<file path="config.mk">
export PLATFORM = sky130hd
export DESIGN_NAME = store_buffer
export DESIGN_NICKNAME = d
export VERILOG_FILES = /design/src/rtl/store_buffer.sv
export SDC_FILE = /design/constraint.sdc
export NUM_CORES = 1
export LEC_CHECK = 0
export BUFFER_PORTS_ARGS = -buffer_cell sky130_fd_sc_hd__buf_2
export CORE_AREA = 4 4 219 221
export DETAILED_ROUTE_END_ITERATION = 16
export DIE_AREA = 0 0 223 225
export PLACE_DENSITY = 0.45
export SKIP_LAST_GASP = 1
export SYNTH_ARGS = -nofsm -noshare
export SYNTH_HDL_FRONTEND = slang
export SYNTH_SLANG_ARGS = --single-unit
</file>
<file path="constraint.sdc">
create_clock -name clk_i -period 4.77 [get_ports clk_i]
set_input_delay 0.477 -clock clk_i [delete_from_list [all_inputs] [get_ports clk_i]]
set_output_delay 0.477 -clock clk_i [all_outputs]
set_load 0.05 [all_outputs]
</file>
<file path="src/rtl/store_buffer.sv">
// store_buffer: store queue between the execute-stage store unit and the
// data-memory write port.
//
// Each offered store is aligned to its 32-bit word: byte strobes are computed
// and the data is replicated across lanes. Stores that are misaligned, or that
// use the illegal size, are rejected with a registered one-cycle pulse.
// Accepted stores enter a Depth-entry FIFO and drain in order over valid/ready.
//
// Optional feature: define STORE_BUFFER_LOAD_CHECK_EN to add a combinational
// load/store word-address conflict check.
//
// Ports:
//   clk_i               clock, all state updates on the rising edge
//   reset_i             synchronous active-high reset
//   store_addr_i        byte address of the offered store
//   store_val_i         store data, right-justified
//   store_size_i        0=byte, 1=half, 2=word, 3=illegal
//   store_valid_i       store request
//   store_ready_o       buffer not full
//   store_misaligned_o  offered store was rejected (one cycle after the offer)
//   mem_wr_addr_o       word address of the head entry (0 when empty)
//   mem_wr_data_o       lane-shifted data of the head entry (0 when empty)
//   mem_wr_strb_o       byte enables of the head entry (0 when empty)
//   mem_wr_valid_o      head entry present
//   mem_wr_ready_i      memory accepts the head entry
//   sb_empty_o          no entries queued
//   sb_count_o          current occupancy
//   load_chk_addr_i     (optional) load address to compare against the queue
//   load_conflict_o     (optional) some queued entry targets the same word
module store_buffer #(
  parameter int unsigned Depth = 4,
  localparam int unsigned PtrW = $clog2(Depth),
  localparam int unsigned CntW = $clog2(Depth + 1)
) (
  input  logic            clk_i,
  input  logic            reset_i,
`ifdef STORE_BUFFER_LOAD_CHECK_EN
  input  logic [31:0]     load_chk_addr_i,
  output logic            load_conflict_o,
`endif
  input  logic [31:0]     store_addr_i,
  input  logic [31:0]     store_val_i,
  input  logic [1:0]      store_size_i,
  input  logic            store_valid_i,
  output logic            store_ready_o,
  output logic            store_misaligned_o,
  output logic [31:0]     mem_wr_addr_o,
  output logic [31:0]     mem_wr_data_o,
  output logic [3:0]      mem_wr_strb_o,
  output logic            mem_wr_valid_o,
  input  logic            mem_wr_ready_i,
  output logic            sb_empty_o,
  output logic [CntW-1:0] sb_count_o
);

  // Entry storage; only the word address is kept.
  logic [29:0] addr_mem_q [Depth];
  logic [31:0] data_mem_q [Depth];
  logic [3:0]  strb_mem_q [Depth];

  logic [PtrW-1:0] wr_ptr_q, wr_ptr_d;
  logic [PtrW-1:0] rd_ptr_q, rd_ptr_d;
  logic [CntW-1:0] count_q, count_d;
  logic            mis_q, mis_d;

  logic        full, empty, accept, enq, deq;
  logic        aligned;
  logic [1:0]  off;
  logic [3:0]  al_strb;
  logic [31:0] al_data;

  // Alignment of the offered store.
  always_comb begin
    off     = store_addr_i[1:0];
    aligned = 1'b0;
    al_strb = 4'b0000;
    al_data = store_val_i;
    unique case (store_size_i)
      2'd0: begin
        aligned = 1'b1;
        al_strb = 4'b0001 << off;
        al_data = {4{store_val_i[7:0]}};
      end
      2'd1: begin
        aligned = ~off[0];
        al_strb = 4'b0011 << off;
        al_data = {2{store_val_i[15:0]}};
      end
      2'd2: begin
        aligned = (off == 2'b00);
        al_strb = 4'b1111;
        al_data = store_val_i;
      end
      default: begin
        aligned = 1'b0;
      end
    endcase
  end

  assign full   = (count_q == CntW'(Depth));
  assign empty  = (count_q == '0);
  // A full buffer never accepts, even if the head drains this cycle.
  assign accept = store_valid_i & ~full;
  assign enq    = accept & aligned;
  assign deq    = ~empty & mem_wr_ready_i;

  always_comb begin
    wr_ptr_d = wr_ptr_q;
    rd_ptr_d = rd_ptr_q;
    count_d  = count_q;
    mis_d    = accept & ~aligned;
    if (enq) wr_ptr_d = wr_ptr_q + PtrW'(1);
    if (deq) rd_ptr_d = rd_ptr_q + PtrW'(1);
    unique case ({enq, deq})
      2'b10:   count_d = count_q + CntW'(1);
      2'b01:   count_d = count_q - CntW'(1);
      default: count_d = count_q;
    endcase
  end

  always_ff @(posedge clk_i) begin
    if (reset_i) begin
      wr_ptr_q <= '0;
      rd_ptr_q <= '0;
      count_q  <= '0;
      mis_q    <= 1'b0;
    end else begin
      wr_ptr_q <= wr_ptr_d;
      rd_ptr_q <= rd_ptr_d;
      count_q  <= count_d;
      mis_q    <= mis_d;
    end
  end

  // Storage needs no reset: every read is masked by the occupancy count.
  always_ff @(posedge clk_i) begin
    if (enq) begin
      addr_mem_q[wr_ptr_q] <= store_addr_i[31:2];
      data_mem_q[wr_ptr_q] <= al_data;
      strb_mem_q[wr_ptr_q] <= al_strb;
    end
  end

  always_comb begin
    mem_wr_addr_o = '0;
    mem_wr_data_o = '0;
    mem_wr_strb_o = '0;
    if (!empty) begin
      mem_wr_addr_o = {addr_mem_q[rd_ptr_q], 2'b00};
      mem_wr_data_o = data_mem_q[rd_ptr_q];
      mem_wr_strb_o = strb_mem_q[rd_ptr_q];
    end
  end

  assign store_ready_o      = ~full;
  assign store_misaligned_o = mis_q;
  assign mem_wr_valid_o     = ~empty;
  assign sb_empty_o         = empty;
  assign sb_count_o         = count_q;

`ifdef STORE_BUFFER_LOAD_CHECK_EN
  logic [PtrW-1:0] rel_slot;

  // A slot is live when its distance from the read pointer is below count.
  always_comb begin
    load_conflict_o = 1'b0;
    rel_slot        = '0;
    for (int unsigned i = 0; i < Depth; i++) begin
      rel_slot = PtrW'(i) - rd_ptr_q;
      if ((CntW'(rel_slot) < count_q) && (addr_mem_q[i] == load_chk_addr_i[31:2])) begin
        load_conflict_o = 1'b1;
      end
    end
  end
`endif

endmodule

</file>
==> metrics <==
most numerous cell in the Yosys netlist edfxtp_1; Core ar. 0.04616 mm^2; htree depth 2; io pins 145; post-cts hold buffer count 0; CTS clock-pin slew for the worst setup and hold paths 0.05 ns; setup TNS 0 ns; worst-path fanout max 50; GPL Wtd Cong 0.6596; sequential fraction of the synthesis area 0.7439; worst slack, placed 1.886 ns; fin area 0.01344 mm^2; Routed WL per cell 19.77 um; maximum VDD drop 313.7 uV; Critical-path top delay cell dfxtp_4; DR vias/cell 4.129; Yosys cell types 30; min Tclk post-route 3.157 ns; Worst Path Required 4.29 ns; R2R Path End sb_count_o[2]; crit-path cells buf_4 -> mux4_2 -> and2_1 -> buf_2; die extent in x 223 um; CTS root buffer clkbuf_16; Synth Cell Area 0.01093 mm^2; largest net degree at the start of global routing 56; Synth Area per Inst 20.50 um^2; final worst clock skew 0.01257 ns; num rows 79; fmax 316.7 MHz; Post-Route WL 26,270 um; final setup vio count 0; fin nets 771; nature of the critical path endpoint output port; total track usage 0.1051; crit share post-route 0.6619; CP arrival 2.68 ns; status complete, no violations; I/O Buffers 142; register-to-register setup slack 2.36 ns; Worst slew margin 0.3550; max-slew violations 0; DRC 0; TritonCTS clock tree built; fraction of layout cells with a size suffix above 1 0.4061; CTS max path bufs 3; Post-synth EDFFs 264; Layout Area Growth over Synthesis 23.03%; Reg2Reg Depth 9; setup repair after global routing missed its margin no; top cell type by total area after synthesis edfxtp_1; Worst R2R Start sb_count_o[2]; yosys warns 0; Initial Util 0.2367; Synth async-reset ratio 0; Hold Crit Class in2reg; worst stage delay on the critical path 0.94 ns; commonest cells in the netlist edfxtp_1 (264), and2_1 (70), mux4_2 (66); hold wc startpoint store_addr_i[31]; Mapped Cells 533; predominant post-synthesis flop cell edfxtp_1; DR iter-0 viols 344; wire length of the first global-routing pass 39,540 um; crit path launch type flip-flop; vias in the first global route 6,044; Resize count post-CTS 0; post-route ant nets 0; ranking of synthesized cells by area edfxtp_1 (73%), mux4_2 (14%), and2_1 (4.0%); GRT overflow 0; Max Cap Viol 0; Hold Violations, Final 0; Hold Path Sink addr_mem_q[1][29]; Skew-Pair Late Insertion Delay 0.53 ns; Power Density 589.6 mW/mm^2; Worst-Margin Slew 0.9675 ns; Hold Path Depth 1; static leakage 4.574 nW; #FFs+latches synth 274; placed wire-length estimate 16,020 um; drt pass-1 iters 5; TritonCTS Sinks 274; die area 0.05018 mm^2; CTS buffer count 34; Setup CP Type reg2out; post-synth top area share 0.7256; Post-DP Area 0.01235 mm^2; DR vias 5,487; Final WS setup 1.613 ns; post-CTS setup buffers 0; initial antenna violation count 7; Filler cells 4,558; Die Y 225 um
-- state kept, by name, indices dropped and copies added (netlist names), named ones only --
| name | cells |
|---|---|
| addr_mem_q | 120 |
| data_mem_q | 128 |
| rd_ptr_q | 2 |
| sb_count_o | 3 |
| store_misaligned_o | 1 |
| strb_mem_q | 16 |
| wr_ptr_q | 2 |
-- cells by family after synthesis --
kind of cell               count (synthesis)  synth area share
AOI/OAI and AO/OA                         19           0.01019
buffers and inverters                     37           0.01798
other                                      1         0.0003432
DFF                                      274            0.7439
xor gates and xnor gates                   4          0.003206
and+or+nand+nor                           97           0.05176
muxes                                     95            0.1650
adders and majority gates                  6          0.007558
-- placed cells by master (no fill, tap or decap), types with 4 or more instances in the layout --
| cell type | Yosys | layout |
|---|---|---|
| mux2i_1 | 11 | 11 |
| clkbuf_16 | 0 | 35 |
| clkbuf_1 | 12 | 8 |
| edfxtp_1 | 264 | 264 |
| xor2_1 | 4 | 4 |
| clkinv_2 | 0 | 5 |
| nor2_1 | 8 | 8 |
| nand2_1 | 10 | 10 |
| inv_1 | 8 | 8 |
| buf_4 | 2 | 11 |
| mux4_2 | 66 | 66 |
| and2_4 | 0 | 4 |
| clkinv_1 | 0 | 7 |
| o21ai_0 | 11 | 11 |
| and2_1 | 70 | 66 |
| ha_1 | 5 | 5 |
| dfxtp_1 | 10 | 8 |
| buf_2 | 10 | 142 |
| mux2_2 | 17 | 17 |
-- report_power, final --
part           switching [mW]  internal, mW
clock network           0.985          1.51
logic                    1.83         0.781
registers              0.0587          2.76
total                    2.88          5.05
-- critical path: cells and delay by family, from the launching register on --
| kind | cells | cell delay (ns) |
|---|---|---|
| buffers and inverters | 2 | 0.63 |
| flip-flops | 1 | 0.94 |
| multiplexers | 1 | 0.35 |
| AND/OR/NAND/NOR | 1 | 0.19 |
-- metal layers --
metal,vias up,wire length (um),track usage
met4,8,666,0.03977
met1,2821,11430,0.1360
met3,56,1738,0.03256
met2,142,12390,0.1670
met5,-,43,0
li1,2460,-,-
-- how the worst max path moves through the flow --
stage          depth (start not counted)           endpoint
5_1_grt                                4   mem_wr_data_o[3]
6_report                               4   mem_wr_addr_o[5]
2_1_floorplan                          3   addr_mem_q[0][0]
4_1_cts                                4  mem_wr_data_o[11]
3_3_place_gp                           5  addr_mem_q[2][23]
3_5_place_dp                           5  addr_mem_q[2][23]
-- area by class of cell --
class | instances | area, um^2 | area share
Inverter | 8 | 30.03 | 0.002234
Clock inverter | 17 | 173.9 | 0.01294
Tap cell | 607 | 759.5 | 0.05650
Clock buffer | 43 | 905.9 | 0.06739
Timing Repair Buffer | 154 | 813.3 | 0.06050
Sequential cell | 274 | 8135 | 0.6052
Antenna cell | 3 | 7.507 | 0.0005585
Multi-Input combinational cell | 223 | 2616 | 0.1946
-- through the flow --
| stage | hold slack, ns | utilization | instances | power, mW |
|---|---|---|---|---|
| CTS | 0.1180 | 0.2910 | 1326 | 8.108 |
| finish | 0.1617 | 0.2912 | 1329 | 7.925 |
| global route | 0.1345 | 0.2911 | 1327 | 8.343 |
| global placement | 0.5038 | 0.2676 | 1266 | 5.570 |
| detailed placement | 0.5155 | 0.2676 | 1266 | 5.562 |
| floorplan | 0.4820 | - | 534 | 4.891 |
No activity file was read; power rests on OpenSTA's default activity.
